$ cat config.mk
export PLATFORM = sky130hd
export DESIGN_NAME = mod_exp_ctrl
export DESIGN_NICKNAME = d
export VERILOG_FILES = /design/src/rtl/mod_exp_ctrl.sv
export SDC_FILE = /design/constraint.sdc
export NUM_CORES = 1
export LEC_CHECK = 0
export ABC_AREA = 0
export ABC_CLOCK_PERIOD_IN_PS = 3400
export CORE_ASPECT_RATIO = 0.9
export CORE_MARGIN = 2
export CORE_UTILIZATION = 54
export CTS_CLUSTER_SIZE = 25
export DETAILED_ROUTE_END_ITERATION = 8
export HOLD_SLACK_MARGIN = 0.06
export PLACE_DENSITY = 0.93
export SLEW_MARGIN = 20
export SYNTH_ARGS = -nofsm -noshare
export SYNTH_HDL_FRONTEND = slang
export SYNTH_SLANG_ARGS = --single-unit
$ cat constraint.sdc
create_clock -name clk -period 3.4 [get_ports clk]
set_clock_uncertainty 0.15 [all_clocks]
set_input_delay 0.68 -clock clk [delete_from_list [all_inputs] [get_ports clk]]
set_output_delay 0.68 -clock clk [all_outputs]
set_load 0.02 [all_outputs]
$ cat src/rtl/mod_exp_ctrl.sv
// mod_exp_ctrl: left-to-right square-and-multiply sequencer that drives an external modular multiplier.
// Optional macro MOD_EXP_SKIP_LEADING_ZEROS_EN starts the bit scan at the exponent's highest set bit.
module mod_exp_ctrl #(
  parameter int WIDTH = 16
) (
  input  logic             clk,
  input  logic             reset,
  input  logic             start,
  input  logic [WIDTH-1:0] base,
  input  logic [WIDTH-1:0] exponent,
  input  logic [WIDTH-1:0] modulus,
  output logic [WIDTH-1:0] result,
  output logic             done,
  output logic             busy,
  output logic             err,
  output logic             mul_start,
  output logic [WIDTH-1:0] mul_a,
  output logic [WIDTH-1:0] mul_b,
  output logic [WIDTH-1:0] mul_mod,
  input  logic [WIDTH-1:0] mul_result,
  input  logic             mul_done
);
  localparam int IW = (WIDTH > 1) ? $clog2(WIDTH) : 1;
  localparam logic [WIDTH-1:0] ZERO = {WIDTH{1'b0}};
  localparam logic [WIDTH-1:0] ONE  = {{(WIDTH-1){1'b0}}, 1'b1};
  localparam logic [IW-1:0] IDX_TOP = IW'(WIDTH - 1);

  typedef enum logic [3:0] {
    IDLE     = 4'd0,
    RED_REQ  = 4'd1,
    RED_WAIT = 4'd2,
    SQ_REQ   = 4'd3,
    SQ_WAIT  = 4'd4,
    MUL_REQ  = 4'd5,
    MUL_WAIT = 4'd6,
    NEXT     = 4'd7,
    FIN      = 4'd8
  } state_t;

  state_t state_r, state_n;
  logic [WIDTH-1:0] base_r, base_n, exp_r, exp_n, acc_r, acc_n, rbase_r, rbase_n;
  logic [IW-1:0]    idx_r, idx_n;
  logic [WIDTH-1:0] result_r, result_n, mul_a_r, mul_a_n, mul_b_r, mul_b_n, mul_mod_r, mul_mod_n;
  logic             done_r, done_n, busy_r, busy_n, err_r, err_n, mul_start_r, mul_start_n;
  logic             rsp_ok;

`ifdef MOD_EXP_SKIP_LEADING_ZEROS_EN
  function automatic logic [IW-1:0] msb_index(input logic [WIDTH-1:0] v);
    msb_index = {IW{1'b0}};
    for (int k = 0; k < WIDTH; k++) begin
      if (v[k]) msb_index = k[IW-1:0];
    end
  endfunction
`endif

  // A response can never land in the same cycle as its own request pulse.
  assign rsp_ok = mul_done && !mul_start_r;

  // Next-state and next-register computation for the sequencer.
  always_comb begin
    state_n     = state_r;
    base_n      = base_r;
    exp_n       = exp_r;
    acc_n       = acc_r;
    rbase_n     = rbase_r;
    idx_n       = idx_r;
    result_n    = result_r;
    mul_a_n     = mul_a_r;
    mul_b_n     = mul_b_r;
    mul_mod_n   = mul_mod_r;
    busy_n      = busy_r;
    err_n       = err_r;
    done_n      = 1'b0;
    mul_start_n = 1'b0;
    case (state_r)
      IDLE: begin
        busy_n = start;
        if (start) begin
          base_n    = base;
          exp_n     = exponent;
          mul_mod_n = modulus;
          idx_n     = IDX_TOP;
          err_n     = 1'b0;
          if (modulus == ZERO || modulus == ONE) begin
            acc_n   = ZERO;
            state_n = FIN;
          end else begin
            acc_n   = ONE;
            state_n = RED_REQ;
          end
        end else begin
          state_n = IDLE;
        end
      end
      RED_REQ: begin
        mul_start_n = 1'b1;
        mul_a_n     = base_r;
        mul_b_n     = ONE;
        state_n     = RED_WAIT;
      end
      RED_WAIT: begin
        if (rsp_ok) begin
          rbase_n = mul_result;
          if (exp_r == ZERO) begin
            state_n = FIN;
          end else begin
`ifdef MOD_EXP_SKIP_LEADING_ZEROS_EN
            idx_n = msb_index(exp_r);
`else
            idx_n = IDX_TOP;
`endif
            state_n = SQ_REQ;
          end
        end else begin
          state_n = RED_WAIT;
        end
      end
      SQ_REQ: begin
        mul_start_n = 1'b1;
        mul_a_n     = acc_r;
        mul_b_n     = acc_r;
        state_n     = SQ_WAIT;
      end
      SQ_WAIT: begin
        if (rsp_ok) begin
          acc_n   = mul_result;
          state_n = exp_r[idx_r] ? MUL_REQ : NEXT;
        end else begin
          state_n = SQ_WAIT;
        end
      end
      MUL_REQ: begin
        mul_start_n = 1'b1;
        mul_a_n     = acc_r;
        mul_b_n     = rbase_r;
        state_n     = MUL_WAIT;
      end
      MUL_WAIT: begin
        if (rsp_ok) begin
          acc_n   = mul_result;
          state_n = NEXT;
        end else begin
          state_n = MUL_WAIT;
        end
      end
      NEXT: begin
        if (idx_r == {IW{1'b0}}) begin
          state_n = FIN;
        end else begin
          idx_n   = idx_r - {{(IW-1){1'b0}}, 1'b1};
          state_n = SQ_REQ;
        end
      end
      FIN: begin
        result_n = acc_r;
        done_n   = 1'b1;
        err_n    = (mul_mod_r == ZERO);
        state_n  = IDLE;
      end
      default: begin
        state_n = IDLE;
      end
    endcase
  end

  // State and datapath registers; every output comes straight from a flop.
  always_ff @(posedge clk or negedge reset) begin
    if (!reset) begin
      state_r     <= IDLE;
      base_r      <= ZERO;
      exp_r       <= ZERO;
      acc_r       <= ZERO;
      rbase_r     <= ZERO;
      idx_r       <= {IW{1'b0}};
      result_r    <= ZERO;
      mul_a_r     <= ZERO;
      mul_b_r     <= ZERO;
      mul_mod_r   <= ZERO;
      done_r      <= 1'b0;
      busy_r      <= 1'b0;
      err_r       <= 1'b0;
      mul_start_r <= 1'b0;
    end else begin
      state_r     <= state_n;
      base_r      <= base_n;
      exp_r       <= exp_n;
      acc_r       <= acc_n;
      rbase_r     <= rbase_n;
      idx_r       <= idx_n;
      result_r    <= result_n;
      mul_a_r     <= mul_a_n;
      mul_b_r     <= mul_b_n;
      mul_mod_r   <= mul_mod_n;
      done_r      <= done_n;
      busy_r      <= busy_n;
      err_r       <= err_n;
      mul_start_r <= mul_start_n;
    end
  end

  assign result    = result_r;
  assign done      = done_r;
  assign busy      = busy_r;
  assign err       = err_r;
  assign mul_start = mul_start_r;
  assign mul_a     = mul_a_r;
  assign mul_b     = mul_b_r;
  assign mul_mod   = mul_mod_r;
endmodule

==> flow_summary_export.csv, run 1 <==
group,metric,value,unit
layout,final_core_util,74.3,%
sta,finalSetupViolations,0,
yosys,yosysTopAreaCellShare,59.9,%
pwr,peakVddDrop,0.498,mV
yosys,synth_cell_types,43,
routing,wl,16600,um
floorplan,row_count,36,
run,max-cap-violations,0,
global_routing,grt_pass1_vias,4953,
yosys,synth_warnings,0,
sta,fmaxAchievable,381,MHz
sta,holdWs,0.132,ns
yosys,post_synth.cell_area_avg,11.0,um^2
sta,rsz0062_at_grt,"no",
pwr,p_leak,0.00373,uW
sta,max-slew-margin-rel,43.6,%
global_routing,grt_max_degree,76,
routing,avgViaCountPerCell,5.94,
floorplan,coreArea,0.0107,mm^2
place,dp_slack,0.614,ns
layout,fin_nets,740,
critical_path,cp_slowest_cell,"dfrtp_1",
place,io_buffers,135,
global_routing,overflow,0,
critical_path,critPathMaxStageDelay,0.67,ns
place,gp_congestion,0.838,
routing,antenna_left,0,
sta,tns,0,ns
clocking,post_cts_buffers,0,
critical_path,rr_worst_depth,7,
layout,num_antenna_cells,0,
sta,setup_ws,0.772,ns
clocking,tritoncts,"yes",
routing,num_vias,4849,
yosys,syn_inst,533,
yosys,synth_nets,603,
place,post-place-cells,784,
sta,fin_crit,2.63,ns
critical_path,crit_fanout,18,
critical_path,worstSetupStartpointType,"register",
global_routing,grt_usage,29.3,%
layout,areaGrowthSynthToFinish,35.7,%
clocking,clk_path_buf_depth,2,
critical_path,cp-end-kind,"register",
critical_path,arrival,2.83,ns
routing,drtIter0Drc,376,
floorplan,ios,136,
floorplan,die_x,114,um
sta,hold_viol,0,
routing,first_pass_iters,7,
layout,fin_cells,816,
critical_path,critPathRequiredTime,3.60,ns
clocking,cts-root-buf,"clkbuf_16",
status,status,"finished, final reports clean",
sta,layout_worst_path_cycle_share,77.3,%
layout,drive_gt1_share,15.1,%
critical_path,reg2reg_to,"mul_a[10]",
sta,slew_violations,0,
yosys,ys_seq_elements,140,
yosys,async_flop_share,100,%
sta,worst_slew_pin_slew,0.845,ns
floorplan,start_util,54.8,%
yosys,synth.area.top_cells,"dfrtp_1 60%, nand2_1 11%, mux2_2 9.1%",
yosys,syn_area,0.00585,mm^2
pwr,power_density,930,mW/mm^2
clocking,numCtsBuffers,17,
yosys,synth-main-ff-cell,"dfrtp_1",
clocking,clkSinkCount,140,
yosys,yosysTopAreaCell,"dfrtp_1",
global_routing,grt_pass1_wl,25900,um
critical_path,rrSetupSlack,0.77,ns
global_routing,antenna_found_initial,0,
min_path,hold_class,"in -> async",
layout,mostFrequentLayoutCells,"170 x nand2_1, 140 x dfrtp_1, 134 x clkdlybuf4s50_1",
critical_path,worstSetupPathType,"reg -> reg",
floorplan,die_area,0.0117,mm^2
routing,drc,0,
critical_path,reg2reg_from,"state_r[2]",
floorplan,fp.dieH,103,um
critical_path,cp_cell_sequence,"xnor2_1 -> nor3b_4 -> buf_4 -> nor2_2 -> buf_4 -> nand2_1 -> nand2_1",
clocking,cts_hold_buf,0,
routing,wl_per_cell,20.4,um
clocking,post_cts_resized,0,
clocking,insertion_delay,0.41,ns
yosys,synth_edf_count,0,
layout,final_common_cell,"nand2_1",
clocking,h-tree-depth,4,
yosys,synth-seq-area-share,59.9,%
place,dp_hpwl,11000,um
clocking,clk_pin_slew,0.06,ns
through the flow:
| step | power, uW | cell area (um^2) |
|---|---|---|
| finish | 7380 | 7930 |
| floorplan | 4270 | 5850 |
| detailed placement | 5410 | 7330 |
| CTS | 7360 | 7930 |
| global placement | 5230 | 7330 |
| global route | 7730 | 7930 |
how the worst max path moves through the flow:
| stage | startpoint | to | cells past startpoint |
|---|---|---|---|
| 6_report | state_r[2] | mul_a[10] | 7 |
| 3_3_place_gp | mul_done | rbase_r[9] | 4 |
| 5_1_grt | state_r[2] | mul_a[10] | 7 |
| 4_1_cts | state_r[0] | mul_b[4] | 5 |
| 2_1_floorplan | idx_r[0] | idx_r[0] | 7 |
| 3_5_place_dp | mul_done | rbase_r[5] | 4 |
sequential cells by signal, summed over array words and instances, names as in the netlist:
signal / cells
acc_r: 16
base_r: 16
busy: 1
done: 1
err: 1
exp_r: 16
idx_r: 4
mul_a: 16
mul_b: 16
mul_mod: 16
mul_start: 1
rbase_r: 16
result: 16
state_r: 4
power breakdown:
group          total [uW]  internal, uW  switching (uW)  leakage, uW
sequential           2870          2290             581      0.00179
clock                1880          1160             724     0.000285
combinational        2630          1190            1430      0.00166
total                7380          4640            2740      0.00373
logic make-up after synthesis:
| kind of cell | Yosys count | synth area share (%) |
|---|---|---|
| AO/OA/AOI/OAI | 69 | 8.54 |
| XOR/XNOR | 2 | 0.300 |
| adder cells (fa/ha/maj) | 2 | 0.428 |
| buffers and inverters | 47 | 3.51 |
| flip-flops | 140 | 59.9 |
| multiplexers | 55 | 11.1 |
| AND/OR/NAND/NOR | 218 | 16.2 |
layer usage:
metal	GRT usage, %	wire length [um]	vias up
li1	-	-	2102
met1	37.2	6330	2405
met2	49.1	8530	294
met3	7.47	1260	48
met4	11.8	488	0
met5	0	0	-
worst max-delay path, delay by kind of cell, from the launching register on:
kind                   cells  cell delay, ns
XOR/XNOR                   1            0.24
buffers and inverters      2            0.58
flip-flops                 1            0.67
AND/OR/NAND/NOR            4            0.91
cell usage after synthesis (all sizes together) (4+ instances only):
library cell,count
nand2,170
dfrtp,140
mux2,48
o21ai,21
inv,18
a22oi,17
clkbuf,17
a222oi,15
buf,12
nor2,12
nor4,11
nor3,7
mux2i,4
cell type report:
type                    instances  area (um^2)
inverters                      18         67.6
clock buffers                  19          433
repair buffers                147         1440
fillers                       681         2740
multi-input cells             346         2160
clock inverters                13          163
well taps                     133          166
flip-flops and latches        140         3500
No activity file was read; power rests on OpenSTA's default activity.
==> run 2, diff against run 1 <==
Settings changed: ABC_CLOCK_PERIOD_IN_PS 3400 to 2300, CORE_UTILIZATION 54 to 45, PLACE_DENSITY 0.93 to 0.84.
Clock period 3.4 ns to 2.3 ns, I/O delays scaled along.
==> flow_summary_export.csv, run 2 (same netlist as run 1, synthesis figures left out) <==
group,metric,value,unit
critical_path,critPathRequiredTime,2.45,ns
pwr,power_density,1330,mW/mm^2
critical_path,worstSetupStartpointType,"register",
clocking,clkSinkCount,140,
min_path,hold_start,"base_r[0]",
routing,drc,0,
clocking,tritoncts,"yes",
critical_path,startpoint,"state_r[1]",
clocking,numCtsBuffers,17,
critical_path,crit_cells,6,
sta,slew_violations,0,
sta,hold_viol,0,
min_path,hold_class,"reg -> reg",
global_routing,overflow,0,
layout,final_cell_area,0.00808,mm^2
sta,tns,0,ns
layout,fillers,970,
critical_path,rr_worst_depth,6,
floorplan,coreArea,0.0127,mm^2
routing,wl_per_cell,18.1,um
floorplan,row_count,39,
critical_path,reg2reg_from,"state_r[1]",
critical_path,critPathBufInv,2,
floorplan,ios,136,
place,placed_area,0.00749,mm^2
routing,avgViaCountPerCell,5.43,
place,io_buffers,135,
critical_path,crit_family,"simple AND/OR/NAND/NOR gates",
critical_path,rrSetupSlack,0.05,ns
critical_path,endpoint,"mul_b[0]",
run,max-cap-violations,0,
sta,layout_worst_path_cycle_share,97.8,%
layout,drive_gt1_share,16.3,%
clocking,clk_path_buf_depth,2,
place,dp_slack,0.0703,ns
critical_path,cp_cell_sequence,"xnor2_1 -> nor3b_4 -> nor2_2 -> buf_4 -> inv_1 -> a2bb2oi_1",
pwr,peakVddDrop,0.833,mV
sta,finalSetupViolations,0,
layout,areaGrowthSynthToFinish,38.2,%
routing,first_pass_iters,7,
layout,num_antenna_cells,0,
layout,mostFrequentLayoutCells,"170 x nand2_1, 140 x dfrtp_1, 134 x clkdlybuf4s50_1",
global_routing,grt_pass1_wl,24900,um
floorplan,fp.dieH,112,um
layout,fin_nets,749,
sta,max-slew-margin-rel,48.0,%
global_routing,grt_usage,23.8,%
global_routing,grt_max_degree,62,
routing,drtIter0Drc,501,
clocking,insertion_delay,0.42,ns
status,status,"finished, final reports clean",
critical_path,cp_slowest_cell,"nor2_2",
sta,fin_crit,2.25,ns
routing,wl,15500,um
sta,fmaxAchievable,444,MHz
routing,num_vias,4649,
clocking,clk_pin_slew,0.06,ns
global_routing,antenna_found_initial,0,
floorplan,die_area,0.0139,mm^2
sta,rsz0062_at_grt,"no",
clocking,post_cts_buffers,0,
global_routing,grt_pass1_vias,4841,
critical_path,critPathMaxStageDelay,0.60,ns
critical_path,reg2reg_to,"mul_b[0]",
place,dp_hpwl,10800,um
floorplan,start_util,46.1,%
sta,worst_slew_pin_slew,0.779,ns
critical_path,cp-end-kind,"register",
critical_path,crit_fanout,17,
layout,final_common_cell,"nand2_1",
sta,setup_ws,0.0500,ns
clocking,cts-root-buf,"clkbuf_16",
pwr,p_leak,0.00380,uW
critical_path,worstSetupPathType,"reg -> reg",
routing,antenna_left,0,
place,gp_congestion,0.822,
critical_path,arrival,2.40,ns
clocking,h-tree-depth,4,
floorplan,die_x,124,um
[run 2: changes by cell type in the layout (fill, tap and decap cells not counted)]
cell,change
buf_12,+5
buf_4,+3
clkbuf_8,+3
clkinv_4,+3
bufinv_16,-2
clkbuf_1,-2
clkinvlp_4,-1
dlygate4sd3_1,+1
inv_6,-1
nor3_2,+1
nor3_4,-1
[run 2: how the worst min path moves through the flow]
stage	end	slack [ns]	cells after the start
after global placement	base_r[13]	0.31	1
after CTS	base_r[11]	0.33	2
final	base_r[0]	0.32	2
after detailed placement	base_r[11]	0.32	2
after floorplan	acc_r[0]	0.01	0
after global routing	base_r[0]	0.35	2
[run 2: repair_timing]
item | CTS | global route
hold buffers | 1 | 0
resized for setup | 0 | 0
endpoints found under the hold margin | 59 | 0
[run 2: area by class of cell]
type	count	area, um^2	share of cell area [%]
flip-flops and latches	140	3500	43.4
multi-input cells	346	2150	26.6
repair buffers	156	1580	19.5
clock buffers	20	467	5.77
well taps	164	205	2.54
clock inverters	12	113	1.39
inverters	18	67.6	0.836
[run 2: metal layers]
metal | global-route usage [%] | vias to the layer above | wire length, um
met1 | 31.8 | 2311 | 6560
li1 | - | 2137 | -
met4 | 10.3 | 0 | 398
met3 | 5.49 | 34 | 925
met2 | 37.4 | 167 | 7640
met5 | 0 | - | 0
[run 2: power by group]
group          leakage [uW]  switching (uW)  internal, uW  total [uW]
logic               0.00173            2120          1870        3980
registers           0.00179             741          3390        4130
clock network      0.000283            1070          1580        2650
[run 2: worst register-to-register path, delay by kind of cell, from the launching register on]
family / cells / cell delay [ns]
and+or+nand+nor: 2 / 0.68
DFF: 1 / 0.45
buffers and inverters: 2 / 0.43
xor gates and xnor gates: 1 / 0.28
AOI/OAI and AO/OA: 1 / 0.14
[run 2: stage by stage]
stage | utilization (%) | hold slack (ns) | total power (uW) | instances
floorplan | - | 0.0144 | 6320 | 533
global placement | 59.1 | 0.309 | 7900 | 823
detailed placement | 59.1 | 0.317 | 8100 | 823
CTS | 63.7 | 0.329 | 10800 | 856
global route | 63.7 | 0.353 | 11400 | 856
finish | 63.7 | 0.324 | 10800 | 856
